[src/rtl/tdpu_psum_requant_pkg.sv]
// Shared constants and types for the partial-sum requantizer and its output FIFO.
package tdpu_psum_requant_pkg;

  localparam int ACC_WIDTH  = 40;
  localparam int TILE_CNT_W = 8;
  localparam int OUT_MAX    = 127;
  localparam int OUT_MIN    = -128;

  typedef enum logic {RQ_IDLE, RQ_RUN} rq_state_t;

  typedef struct packed {
    logic [TILE_CNT_W-1:0] num_tiles;
    logic [15:0]           scale;
    logic [4:0]            shift;
    logic                  relu_en;
  } requant_cfg_t;

endpackage

[src/rtl/tdpu_out_fifo.sv]
// Synchronous first-word-fall-through FIFO; the head reads as zero while empty.
module tdpu_out_fifo #(
  parameter int WIDTH = 8,
  parameter int DEPTH = 4
) (
  input  logic             clk,
  input  logic             rst_n,
  input  logic             i_clear,
  input  logic             i_push,
  input  logic [WIDTH-1:0] i_data,
  input  logic             i_pop,
  output logic [WIDTH-1:0] o_data,
  output logic             o_full,
  output logic             o_empty
);

  localparam int PTR_W = $clog2(DEPTH);

  logic [WIDTH-1:0] mem [DEPTH];
  logic [PTR_W-1:0] wr_ptr;
  logic [PTR_W-1:0] rd_ptr;
  logic [PTR_W:0]   count;
  logic             do_push;
  logic             do_pop;

  assign o_empty = (count == '0);
  assign o_full  = (count == (PTR_W+1)'(DEPTH));
  assign do_pop  = i_pop & ~o_empty;
  // A pop in the same cycle frees the slot, so a push into a full FIFO still lands.
  assign do_push = i_push & (~o_full | do_pop);
  assign o_data  = o_empty ? '0 : mem[rd_ptr];

  always_ff @(posedge clk) begin
    if (!rst_n || i_clear) begin
      wr_ptr <= '0;
      rd_ptr <= '0;
      count  <= '0;
    end else begin
      if (do_push) wr_ptr <= wr_ptr + PTR_W'(1);
      if (do_pop)  rd_ptr <= rd_ptr + PTR_W'(1);
      case ({do_push, do_pop})
        2'b10:   count <= count + (PTR_W+1)'(1);
        2'b01:   count <= count - (PTR_W+1)'(1);
        default: count <= count;
      endcase
    end
  end

  always_ff @(posedge clk) begin
    if (do_push) mem[wr_ptr] <= i_data;
  end

endmodule

[src/rtl/tdpu_psum_requant.sv]
// Accumulates K-tile partial sums, requantizes each element to int8 and buffers results.
module tdpu_psum_requant #(
  parameter int PSUM_WIDTH = 32,
  parameter int ACC_WIDTH  = tdpu_psum_requant_pkg::ACC_WIDTH,
  parameter int OUT_WIDTH  = 8,
  parameter int TILE_CNT_W = tdpu_psum_requant_pkg::TILE_CNT_W,
  parameter int FIFO_DEPTH = 4
) (
  input  logic                  clk,
  input  logic                  rst_n,
  input  logic                  i_clear,
  input  logic                  i_cfg_valid,
  input  logic [TILE_CNT_W-1:0] i_num_tiles,
  input  logic [15:0]           i_scale,
  input  logic [4:0]            i_shift,
  input  logic                  i_relu_en,
  input  logic                  i_psum_valid,
  input  logic [PSUM_WIDTH-1:0] i_psum,
  output logic                  o_busy,
  output logic                  o_out_valid,
  input  logic                  i_out_ready,
  output logic [OUT_WIDTH-1:0]  o_out_data,
  output logic                  o_overflow
);

  import tdpu_psum_requant_pkg::*;

  localparam int PROD_W = ACC_WIDTH + 16;
  localparam logic signed [PROD_W-1:0] SAT_HI = PROD_W'(OUT_MAX);
  localparam logic signed [PROD_W-1:0] SAT_LO = PROD_W'(OUT_MIN);

  rq_state_t                    state_q;
  rq_state_t                    state_d;
  requant_cfg_t                 cfg;
  logic [TILE_CNT_W-1:0]        tile_cnt;
  logic signed [ACC_WIDTH-1:0]  acc;
  logic signed [ACC_WIDTH-1:0]  a_acc;
  logic signed [ACC_WIDTH-1:0]  psum_ext;
  logic                         acc_done;
  logic                         a_valid;
  logic                         m_valid;
  logic signed [PROD_W-1:0]     m_prod;
  logic signed [PROD_W-1:0]     round_bias;
  logic signed [PROD_W-1:0]     shifted;
  logic signed [PROD_W-1:0]     rectified;
  logic [OUT_WIDTH-1:0]         q_data;
  logic                         take;
  logic                         tile_last;
  logic                         fifo_full;
  logic                         fifo_empty;
  logic                         fifo_pop;
  logic                         soft_rst;

  assign soft_rst  = !rst_n || i_clear;
  assign psum_ext  = {{(ACC_WIDTH-PSUM_WIDTH){i_psum[PSUM_WIDTH-1]}}, i_psum};
  assign take      = (state_q == RQ_RUN) && i_psum_valid;
  assign tile_last = (tile_cnt == cfg.num_tiles - 1'b1);
  assign fifo_pop  = o_out_valid & i_out_ready;

  always_comb begin
    state_d = state_q;
    case (state_q)
      RQ_IDLE: if (i_cfg_valid) state_d = RQ_RUN;
      RQ_RUN:  state_d = RQ_RUN;
      default: state_d = RQ_IDLE;
    endcase
  end

  // acc_done marks the cycle the final accumulator value is ready for stage A.
  always_ff @(posedge clk) begin
    if (soft_rst) begin
      state_q    <= RQ_IDLE;
      cfg        <= '0;
      tile_cnt   <= '0;
      acc        <= '0;
      acc_done   <= 1'b0;
      a_valid    <= 1'b0;
      a_acc      <= '0;
      m_valid    <= 1'b0;
      m_prod     <= '0;
      o_overflow <= 1'b0;
    end else begin
      state_q <= state_d;
      if (state_q == RQ_IDLE && i_cfg_valid) begin
        cfg.num_tiles <= (i_num_tiles == '0) ? TILE_CNT_W'(1) : i_num_tiles;
        cfg.scale     <= i_scale;
        cfg.shift     <= i_shift;
        cfg.relu_en   <= i_relu_en;
      end
      acc_done <= take && tile_last;
      if (take) begin
        acc      <= (tile_cnt == '0) ? psum_ext : acc + psum_ext;
        tile_cnt <= tile_last ? '0 : tile_cnt + 1'b1;
      end
      a_valid <= acc_done;
      if (acc_done) a_acc <= acc;
      m_valid <= a_valid;
      if (a_valid) m_prod <= PROD_W'(a_acc) * PROD_W'($signed(cfg.scale));
      if (m_valid && fifo_full && !fifo_pop) o_overflow <= 1'b1;
    end
  end

  // Stage Q: round half up, optional ReLU, then clamp into the int8 range.
  always_comb begin
    round_bias = '0;
    if (cfg.shift != '0) round_bias = PROD_W'(1) <<< (cfg.shift - 5'd1);
    shifted   = (m_prod + round_bias) >>> cfg.shift;
    rectified = (cfg.relu_en && shifted[PROD_W-1]) ? '0 : shifted;
    if (rectified > SAT_HI)      q_data = SAT_HI[OUT_WIDTH-1:0];
    else if (rectified < SAT_LO) q_data = SAT_LO[OUT_WIDTH-1:0];
    else                         q_data = rectified[OUT_WIDTH-1:0];
  end

  tdpu_out_fifo #(
    .WIDTH(OUT_WIDTH),
    .DEPTH(FIFO_DEPTH)
  ) u_fifo (
    .clk    (clk),
    .rst_n  (rst_n),
    .i_clear(i_clear),
    .i_push (m_valid),
    .i_data (q_data),
    .i_pop  (fifo_pop),
    .o_data (o_out_data),
    .o_full (fifo_full),
    .o_empty(fifo_empty)
  );

  assign o_out_valid = ~fifo_empty;
  assign o_busy      = (tile_cnt != '0) || acc_done || a_valid || m_valid;

endmodule

[config.mk]
export PLATFORM = sky130hd
export DESIGN_NAME = tdpu_psum_requant
export DESIGN_NICKNAME = d
export VERILOG_FILES = /design/src/rtl/tdpu_psum_requant_pkg.sv /design/src/rtl/tdpu_out_fifo.sv /design/src/rtl/tdpu_psum_requant.sv
export SDC_FILE = /design/constraint.sdc
export NUM_CORES = 2
export LEC_CHECK = 0
export ABC_AREA = 1
export CORE_ASPECT_RATIO = 0.7
export CORE_UTILIZATION = 70
export DETAILED_ROUTE_END_ITERATION = 6
export GPL_TIMING_DRIVEN = 0
export PLACE_DENSITY = 0.95
export SYNTH_ARGS = -nofsm -noshare
export SYNTH_HDL_FRONTEND = slang
export SYNTH_SLANG_ARGS = --single-unit
[constraint.sdc]
create_clock -name clk -period 9.4 [get_ports clk]
set_input_delay 1.41 -clock clk [delete_from_list [all_inputs] [get_ports clk]]
set_output_delay 1.41 -clock clk [all_outputs]
set_load 0.01 [all_outputs]
==> impl_results.rst <==
.. list-table::
   :header-rows: 1

   * - Metric
     - Value
   * - Outcome
     - finished, violations left
   * - Failing checks
     - DRC, capacitance limit, slew limit
   * - Mean post-synth cell area
     - 6.78 um^2
   * - Total wire length after detailed routing
     - 155000 um
   * - Master cell of the clock root buffer
     - sky130_fd_sc_hd__clkbuf_16
   * - Placed Instance Area
     - 42800 um^2
   * - Global route total overflow
     - 0
   * - DRC Markers
     - 48
   * - Number of pins with negative max-slew slack in the final report
     - 11
   * - Starting utilization of the core area
     - 71.7%
   * - CTS Buffer Depth
     - 3
   * - Maximum frequency from static timing analysis
     - 116 MHz
   * - Fill cell count
     - 4392
   * - P_leak
     - 21.3 nW
   * - Number of distinct library cells after synthesis
     - 61
   * - Clock tree from TritonCTS
     - yes
   * - Vias in the first global route
     - 41400
   * - Combinational family with the most area after synthesis
     - adder cells
   * - Met1 routing resource usage after global routing
     - 69.7%
   * - Final Critical Period
     - 8.62 ns
   * - Share of cells above drive strength 1
     - 2.94%
   * - Number of iterations in the first detailed-routing pass
     - 7
   * - Number of cells upsized or downsized after cts
     - 0
   * - Number of enable-type register cells in the synthesized netlist
     - 32
   * - Clock Latency Late Sink
     - 0.61 ns
   * - Synth async-reset ratio
     - 0%
   * - VDD IR-drop max
     - 0.000153 V
   * - Wire length of the first global-routing pass
     - 235000 um
   * - Total number of placement rows
     - 73
   * - Leading cell type in the layout, fill and taps excluded
     - sky130_fd_sc_hd__nand2_1
   * - Layout Nets
     - 7048
   * - Setup repair after global routing missed its margin
     - false
   * - Number of setup violations in the final report
     - 0
   * - Final Cycle Share
     - 91.7%
   * - Number of vias per cell after detailed routing
     - 6.21
   * - Multi-input logic area
     - 30300 um^2
   * - Most used flip-flop cell after synthesis
     - sky130_fd_sc_hd__dfxtp_1
   * - Placer's final routability congestion estimate
     - 1.12
   * - Violation count after the first detailed-route iteration
     - 7143
   * - Number of synthesized register bits
     - 220
   * - Portion of the post-synthesis area used by sequential elements
     - 11.5%
   * - Placeable core area
     - 57400 um^2
   * - Total power after layout
     - 2.56 mW
   * - Count of vias placed by the detailed router
     - 43100
   * - Compound-Gate Fraction of Synth Area
     - 8.22%
   * - Clk sink count
     - 220
   * - Arrival time at the worst endpoint
     - 9.17 ns
   * - GR peak layer
     - met1
   * - Slew margin rel.
     - -5.63%
   * - GRT met2 Usage
     - 68.6%
   * - Final Hold Viols
     - 0
   * - Final Util
     - 76.0%
   * - Mux cell area share after synthesis
     - 0%
   * - Adder-Cell Fraction of Synth Area
     - 35.6%
   * - Switching power as a share of total power
     - 36.6%
   * - Placed Instances
     - 6893
   * - Ports placed on the boundary
     - 79
   * - Max-cap check violation count
     - 1
   * - Die height
     - 205 um
   * - Reg area
     - 4720 um^2
   * - Detailed-route wire length per cell
     - 22.2 um
   * - Number of synthesis warnings
     - 0
   * - Count of H-tree levels built during CTS
     - 1
   * - Clock Skew
     - 0.0476 ns
   * - Cell-internal power
     - 1.62 mW
   * - Part of the power in registers
     - 37.9%
   * - Data required time of the worst path
     - 9.95 ns
   * - HPWL reported at the end of detailed placement
     - 128000 um
   * - Synth Instances
     - 6065
   * - Largest net degree at the start of global routing
     - 15
   * - Clk pin slew, worst setup/hold paths
     - 0.07 ns
   * - Post-CTS repair timing setup buffer count
     - 0
   * - Number of standard cells in the final layout excluding fillers
     - 6949
   * - Number of nets produced by synthesis
     - 6943
   * - Setup CP Type
     - flop to flop
   * - Capturing element type of the critical path
     - flop
   * - Clock network fraction of total power
     - 37.1%
   * - Number of antenna violations at the first check in global routing
     - 7
   * - Total negative setup slack
     - 0 ns
   * - Worst setup SP type
     - flop
   * - Floorplan die width
     - 292 um
   * - Pwr dens
     - 58.6 nW/um^2
   * - Combinational group share of total power
     - 25.0%
   * - Post-synthesis to final-layout area growth
     - 6.06%
   * - Min-Delay Path Class
     - flop to flop
   * - Cell with the largest stage delay on the worst path
     - sky130_fd_sc_hd__clkbuf_1
   * - All-layer global routing usage
     - 52.2%
   * - Die Footprint
     - 59700 um^2
   * - Parity-gate share of the synthesized area counting xor and xnor cells
     - 1.77%
   * - Slew at the pin closest to its max-slew limit
     - 1.58 ns
   * - Basic-gate share of the synthesized area counting and, or, nand and nor cells
     - 28.2%
   * - Cell area after synthesis
     - 41100 um^2
   * - Number of hold buffers added after cts
     - 0
   * - Summed area of non-filler cells in the final layout
     - 43600 um^2
   * - Number of antenna-violating nets in the routed design
     - 0
   * - Met3 layer usage reported by global route
     - 29.7%
   * - Peak fanout along the critical path
     - 10
   * - Slowest stage delay, CP
     - 0.75 ns
   * - Most used cells in the layout excluding fill and tap cells
     - sky130_fd_sc_hd__nand2_1 (1563), sky130_fd_sc_hd__inv_1 (1301), sky130_fd_sc_hd__nand3_1 (602), sky130_fd_sc_hd__fa_1 (601), sky130_fd_sc_hd__nor2_1 (397)
   * - Port bufs
     - 78
   * - Switching power of the nets
     - 934 uW
   * - Clock buffers created by TritonCTS
     - 24
==> critical path: cells and delay by family (launching register included) <==
| kind | cells | cell delay (ns) |
|---|---|---|
| fa+ha+maj | 7 | 3.55 |
| simple gates | 8 | 1.94 |
| buf+inv | 8 | 1.79 |
| compound gates | 4 | 0.71 |
| flops | 1 | 0.32 |
| xor+xnor | 1 | 0.24 |
==> metrics by stage <==
stage,hold WS (ns),setup slack (ns)
final,0.471,0.780
after detailed placement,0.461,1.36
after global placement,0.441,1.55
after CTS,0.472,1.28
after floorplan,0.436,3.25
after global routing,0.499,0.833
==> per-layer routing <==
metal / share of wire [%] / wire length [um]
met5: 0.072 / 112
met4: 5.0 / 7770
met3: 21 / 32900
met2: 37 / 56900
met1: 37 / 56900
==> synth_stat cells (12+ instances only) <==
cell type	count	area, um^2
sky130_fd_sc_hd__inv_1	1301	4880
sky130_fd_sc_hd__a31oi_1	25	156
sky130_fd_sc_hd__nor2_2	20	125
sky130_fd_sc_hd__xor2_1	51	447
sky130_fd_sc_hd__nand3_1	602	3010
sky130_fd_sc_hd__o21ai_0	184	921
sky130_fd_sc_hd__nand4_1	40	250
sky130_fd_sc_hd__dfxtp_1	188	3760
sky130_fd_sc_hd__nand2_1	1563	5870
sky130_fd_sc_hd__a21oi_1	278	1390
sky130_fd_sc_hd__ha_1	209	2620
sky130_fd_sc_hd__buf_2	20	100
sky130_fd_sc_hd__edfxtp_1	32	961
sky130_fd_sc_hd__o211ai_1	44	330
sky130_fd_sc_hd__nor2_1	397	1490
sky130_fd_sc_hd__nor3_1	32	160
sky130_fd_sc_hd__or2_2	47	294
sky130_fd_sc_hd__xnor2_1	32	280
sky130_fd_sc_hd__inv_2	16	60.1
sky130_fd_sc_hd__nand2_2	12	75.1
sky130_fd_sc_hd__o221ai_1	14	123
sky130_fd_sc_hd__buf_1	31	116
sky130_fd_sc_hd__clkbuf_1	223	837
sky130_fd_sc_hd__fa_1	601	12000
==> layout make-up <==
class / count / area share (%)
diodes: 11 / 0.0631
flip-flops and latches: 220 / 10.8
inverters: 1320 / 11.4
plain buffers: 278 / 2.50
multi-input cells: 4247 / 69.6
clock buffers: 30 / 1.43
clock inverters: 14 / 0.267
repair buffers: 79 / 1.80
well taps: 750 / 2.15
==> registers in the layout, summed over array words and instances, names as in the netlist, 3 cells and up, named ones only <==
name and cells:
u_fifo.mem 32, m_prod 56, cfg 30, acc 40, a_acc 40, u_fifo.count 3, tile_cnt 8
==> power groups by stage <==
stage	clock network, mW	registers (mW)	logic (mW)
4_1_cts	0.933	0.968	0.582
3_5_place_dp	0	0.989	0.577
5_1_grt	0.966	0.969	0.656
2_1_floorplan	0	0.985	0.352
6_report	0.947	0.968	0.640
3_3_place_gp	0	0.988	0.570
==> kinds of logic after synthesis <==
group           count (synthesis)
compound gates                605
simple gates                 2748
flops                         220
xor+xnor                       83
buf+inv                      1598
fa+ha+maj                     810
other cells                     1
==> final timing paths <==
kind                    from    endpoint  slack, ns  cells past startpoint
setup / recovery   a_acc[13]  m_prod[54]       0.78                     28
hold / removal    o_overflow  o_overflow       0.47                      2
setup reg to reg   a_acc[13]  m_prod[54]       0.78                     28
hold reg to reg   o_overflow  o_overflow       0.47                      2
No activity file was read; power rests on OpenSTA's default activity.
